--- config.mk ---
export PLATFORM = sky130hd
export DESIGN_NAME = dds_sweep_ctrl
export DESIGN_NICKNAME = d
export VERILOG_FILES = /design/src/rtl/dds_sweep_ctrl.sv
export SDC_FILE = /design/constraint.sdc
export NUM_CORES = 1
export LEC_CHECK = 0
export CORE_ASPECT_RATIO = 0.6
export CORE_MARGIN = 5
export CORE_UTILIZATION = 50
export CTS_BUF_LIST = sky130_fd_sc_hd__clkbuf_8
export CTS_CLUSTER_SIZE = 12
export DETAILED_ROUTE_END_ITERATION = 8
export PLACE_DENSITY = 0.69
export SLEW_MARGIN = 40
export SYNTH_ARGS = -nofsm -noshare
export SYNTH_HDL_FRONTEND = slang
export SYNTH_SLANG_ARGS = --single-unit
--- constraint.sdc ---
create_clock -name clk -period 5.8 [get_ports clk]
set_input_delay 1.16 -clock clk [delete_from_list [all_inputs] [get_ports clk]]
set_output_delay 1.16 -clock clk [all_outputs]
set_load 0.005 [all_outputs]
--- src/rtl/dds_sweep_ctrl.sv ---
// Frequency sweep controller for a DDS phase accumulator: steps a tuning word
// between two limits with a programmable dwell, either once upward or as a triangle.
module dds_sweep_ctrl #(
  parameter int FW = 32,
  parameter int DW = 16
) (
  input  logic          clk,
  input  logic          rst_n,
  input  logic          start,
  input  logic          stop,
  input  logic          mode,
  input  logic [FW-1:0] f_start,
  input  logic [FW-1:0] f_stop,
  input  logic [FW-1:0] f_step,
  input  logic [DW-1:0] dwell,
  output logic [FW-1:0] fword,
  output logic          fword_upd,
  output logic          busy,
  output logic          done,
  output logic          err
);

  typedef enum logic [1:0] {
    IDLE = 2'd0,
    UP   = 2'd1,
    DOWN = 2'd2
  } state_e;

  state_e        state_q, state_d;
  logic [FW-1:0] fword_q, fword_d;
  logic          fword_upd_q, fword_upd_d;
  logic          busy_q, busy_d;
  logic          done_q, done_d;
  logic          err_q, err_d;
  logic [DW-1:0] cnt_q, cnt_d;
  logic          mode_q, mode_d;
  logic [FW-1:0] lo_q, lo_d;
  logic [FW-1:0] hi_q, hi_d;
  logic [FW-1:0] step_q, step_d;
  logic [DW-1:0] dwell_q, dwell_d;

  logic [FW:0]   up_sum;
  logic [FW:0]   dn_diff;
  logic [FW-1:0] up_next;
  logic [FW-1:0] dn_next;
  logic          cfg_ok;
  logic          expired;

  // One extra bit on both sides of the limit arithmetic turns wrap into a clamp.
  assign up_sum  = {1'b0, fword_q} + {1'b0, step_q};
  assign dn_diff = {1'b0, fword_q} - {1'b0, step_q};
  assign up_next = (up_sum >= {1'b0, hi_q}) ? hi_q : up_sum[FW-1:0];
  assign dn_next = (dn_diff[FW] || (dn_diff[FW-1:0] <= lo_q)) ? lo_q : dn_diff[FW-1:0];
  assign cfg_ok  = (f_step != '0) && (f_start < f_stop);
  assign expired = (cnt_q == '0);

  always_comb begin
    state_d     = state_q;
    fword_d     = fword_q;
    fword_upd_d = 1'b0;
    busy_d      = busy_q;
    done_d      = 1'b0;
    err_d       = 1'b0;
    cnt_d       = cnt_q;
    mode_d      = mode_q;
    lo_d        = lo_q;
    hi_d        = hi_q;
    step_d      = step_q;
    dwell_d     = dwell_q;

    case (state_q)
      IDLE: begin
        if (start && !stop) begin
          if (cfg_ok) begin
            mode_d      = mode;
            lo_d        = f_start;
            hi_d        = f_stop;
            step_d      = f_step;
            dwell_d     = dwell;
            fword_d     = f_start;
            fword_upd_d = 1'b1;
            busy_d      = 1'b1;
            cnt_d       = dwell;
            state_d     = UP;
          end else begin
            err_d = 1'b1;
          end
        end
      end

      UP, DOWN: begin
        if (stop) begin
          state_d = IDLE;
          busy_d  = 1'b0;
          cnt_d   = '0;
        end else if (!expired) begin
          cnt_d = cnt_q - DW'(1);
        end else begin
          cnt_d = dwell_q;
          if (state_q == UP) begin
            if (fword_q < hi_q) begin
              fword_d     = up_next;
              fword_upd_d = 1'b1;
            end else if (!mode_q) begin
              state_d = IDLE;
              busy_d  = 1'b0;
              done_d  = 1'b1;
              cnt_d   = '0;
            end else begin
              state_d     = DOWN;
              fword_d     = dn_next;
              fword_upd_d = 1'b1;
            end
          end else begin
            // Bottom of the triangle turns around using the same clamped increment.
            if (fword_q > lo_q) begin
              fword_d     = dn_next;
              fword_upd_d = 1'b1;
            end else begin
              state_d     = UP;
              fword_d     = up_next;
              fword_upd_d = 1'b1;
            end
          end
        end
      end

      default: begin
        state_d = IDLE;
        busy_d  = 1'b0;
        cnt_d   = '0;
      end
    endcase
  end

  always_ff @(posedge clk or negedge rst_n) begin
    if (!rst_n) begin
      state_q     <= IDLE;
      fword_q     <= '0;
      fword_upd_q <= 1'b0;
      busy_q      <= 1'b0;
      done_q      <= 1'b0;
      err_q       <= 1'b0;
      cnt_q       <= '0;
      mode_q      <= 1'b0;
      lo_q        <= '0;
      hi_q        <= '0;
      step_q      <= '0;
      dwell_q     <= '0;
    end else begin
      state_q     <= state_d;
      fword_q     <= fword_d;
      fword_upd_q <= fword_upd_d;
      busy_q      <= busy_d;
      done_q      <= done_d;
      err_q       <= err_d;
      cnt_q       <= cnt_d;
      mode_q      <= mode_d;
      lo_q        <= lo_d;
      hi_q        <= hi_d;
      step_q      <= step_d;
      dwell_q     <= dwell_d;
    end
  end

  assign fword     = fword_q;
  assign fword_upd = fword_upd_q;
  assign busy      = busy_q;
  assign done      = done_q;
  assign err       = err_q;

endmodule

==> impl_metrics.csv <==
group,metric,value,unit
yosys,synth_edf_count,0,
placed_design,place_hpwl,47200,um
yosys,async_flop_share,1.00,
yosys,ys_warn_count,0,
finish,nNetsFinal,2329,
yosys,syn_area_per_cell,8.55,um^2
placed_design,place.port_buffers,152,
cts,cts_num_sinks,167,
finish,drive_gt1_frac,0.127,
finish,area_growth,18.5,%
cts,ctsResizeCount,0,
yosys,synth.top_cell.area_share,0.269,
sta,min_period_over_period,0.957,
yosys,ys_top_cells_by_count,"ha_1 (227), a21oi_1 (189), inv_1 (170), dfrtp_1 (167), nand2_1 (116)",
cts,cts-hold-fix-buffers,0,
yosys,seq_area_frac_synth,0.269,
cts,clock-root-buffer,"clkbuf_8",
grt,grt_max_degree,95,
yosys,synth_cell_type_count,74,
detailed_routing,wl,58400,um
grt,antenna_found_initial,1,
setup_path,worstPathRequired,6.23,ns
yosys,syn_nets,2161,
sta,fmax,0.180,GHz
detailed_routing,post-route-drc-count,0,
detailed_routing,viasPerCell,6.31,
detailed_routing,drt_iter0_markers,1804,
yosys,ys_seq_elements,167,
floorplanning,core,30900,um^2
cts,cts_max_level,4,
sta,max_slew.worst_pin.slew,0.827,ns
sta,skew,0.0276,ns
cts,clk_pin_slew,0.12,ns
detailed_routing,ant_nets,0,
sta,hold_viol,0,
cts,clk_latency,0.53,ns
grt,grt_usage,0.327,
cts,cts_buffer_depth,2,
floorplanning,die-area,34800,um^2
floorplanning,die_x,237,um
grt,grt_first_pass_wirelength,87300,um
floorplanning,die_h,146,um
yosys,synth_most_common_cell,"ha_1",
floorplanning,initial_utilization,0.502,
cts,cts_tree,"yes",
flow_run,drv_cap,0,
outcome,status,"completed",
min_path,min_path_type,"primary input to asynchronous set/reset pin",
yosys,synth_area,15500,um^2
detailed_routing,dr_total_vias,15200,
placed_design,gp_routability_congestion,1.05,
grt,grt_pass1_vias,14300,
yosys,synth.largest_area_cell,"dfrtp_1",
floorplanning,num_rows,50,
yosys,synth_area_leaders,"dfrtp_1 (27%), ha_1 (18%), mux2_2 (7.0%)",
setup_path,cp.arrival,5.98,ns
floorplanning,ios,153,
sta,fin_crit,5.55,ns
sta,setup_violations,0,
grt,grt_overflow,0,
setup_path,crit_fanout,25,
setup_path,cp-start-kind,"register",
yosys,syn_inst,1815,
setup_path,endpoint_kind,"register",
yosys,ys.flop_type,"dfrtp_1",
cts,cts_buffers,17,
setup_path,crit_type,"register to register",
cts,cts_setup_buffers,0,
finish,diodes,0,
sta,slew_headroom,0.448,
sta,fin_hold_ws,0.446,ns
sta,finalMaxSlewViolations,0,
finish,fillCellCount,2726,
detailed_routing,wl_per_cell,24.2,um
detailed_routing,drt_first_pass_iters,7,
-- registers in the layout, indices dropped and copies added (netlist names), 2 cells and up --
signal   cells
state_q      2
fword       32
hi_q        32
dwell_q     16
step_q      32
lo_q        32
cnt_q       16
-- worst paths after layout --
check                           cells past startpoint  slack [ns]  startpoint  endpoint
worst max-delay path                               24        0.25    fword[0]  fword[2]
worst min-delay path                                1        0.45       rst_n  lo_q[27]
worst max register to register                     24        0.25    fword[0]  fword[2]
worst min register to register                      2        0.49     hi_q[6]   hi_q[6]
max in group asynchronous                           2        4.46       rst_n  fword[6]
min in group clk                                    2        0.49     hi_q[6]   hi_q[6]
-- per-layer routing --
metal / part of all wire / wire [um] / global-route usage
met1: 0.48 / 28000 / 0.518
met2: 0.35 / 20400 / 0.389
met3: 0.16 / 9230 / 0.160
met4: 0.014 / 823 / 0.0594
met5: 0.00022 / 13 / 0
-- metrics by stage --
stage / worst slack, ns / std cells / instance area, um^2 / util / setup TNS, ns
4_1_cts: 0.0724 / 2411 / 18300 / 0.593 / 0
3_5_place_dp: 0.133 / 2379 / 17900 / 0.579 / 0
5_1_grt: -0.00498 / 2412 / 18400 / 0.595 / -0.00498
6_report: 0.248 / 2412 / 18400 / 0.595 / 0
3_3_place_gp: 0.174 / 2379 / 17900 / 0.579 / 0
2_1_floorplan: 0.811 / 1815 / 15500 / - / 0
-- cell usage in the layout, fill, tap and decap left out, types with 7 or more instances in the layout --
cell | netlist | layout
ha_1 | 227 | 226
a21oi_1 | 189 | 186
inv_1 | 170 | 170
dfrtp_1 | 167 | 167
clkdlybuf4s50_1 | 0 | 151
o21ai_0 | 115 | 115
nand2_1 | 116 | 115
nor2_1 | 108 | 107
mux2_2 | 97 | 97
buf_4 | 2 | 75
xnor2_1 | 49 | 49
nor3_1 | 38 | 37
nand4_1 | 36 | 36
nand3_1 | 34 | 34
a211oi_1 | 30 | 30
nor4_1 | 30 | 28
a21o_1 | 24 | 24
and3_1 | 19 | 19
xor2_1 | 17 | 17
o211ai_1 | 17 | 17
clkbuf_8 | 0 | 17
or3_1 | 16 | 16
a21oi_2 | 13 | 16
a222oi_1 | 16 | 16
o21a_1 | 14 | 14
nand2b_1 | 13 | 13
nor2b_1 | 13 | 13
o31ai_1 | 11 | 11
o21bai_1 | 11 | 11
a31oi_1 | 11 | 11
a2111oi_0 | 10 | 9
a211o_1 | 9 | 9
a221o_1 | 8 | 8
o22ai_1 | 8 | 7
-- critical path, cell delays in order, from the launching register on --
cell,delay [ns]
dfrtp_1,0.44
inv_1,0.13
ha_1,0.18
inv_1,0.05
fa_1,0.41
a21o_1,0.22
a221oi_4,0.30
nor4_1,0.13
nor3_4,0.33
a41oi_4,0.23
a21oi_1,0.19
a21oi_1,0.09
xor2_1,0.21
ha_1,0.33
nand4_1,0.19
nor4_2,0.39
a2bb2oi_1,0.16
o2111a_1,0.19
a21oi_2,0.22
nor2_2,0.10
buf_12,0.18
a21oi_1,0.17
a21oi_1,0.05
mux2_2,0.27
o21ai_1,0.24
-- cell families (layout without fill, tap and decap cells) --
| logic type | Yosys count | in the layout | share of synthesized area |
|---|---|---|---|
| mux | 102 | 102 | 0.0736 |
| buf+inv | 259 | 440 | 0.0667 |
| flops | 167 | 167 | 0.269 |
| simple gates | 449 | 449 | 0.142 |
| compound gates | 543 | 543 | 0.226 |
| xor+xnor | 66 | 66 | 0.0372 |
| fa+ha+maj | 229 | 229 | 0.186 |
-- final cells by class --
class / count / area [um^2] / area share
inverter: 174 / 653 / 0.0355
tap: 416 / 520 / 0.0283
clock inverter: 15 / 180 / 0.00979
clock buffer: 17 / 234 / 0.0127
sequential: 167 / 4180 / 0.227
multi-input combinational: 1389 / 10400 / 0.565
timing repair buffer: 234 / 2240 / 0.122
Power is not shown: default switching activity piles up to over one toggle a cycle in this logic, so the estimate is an artifact.
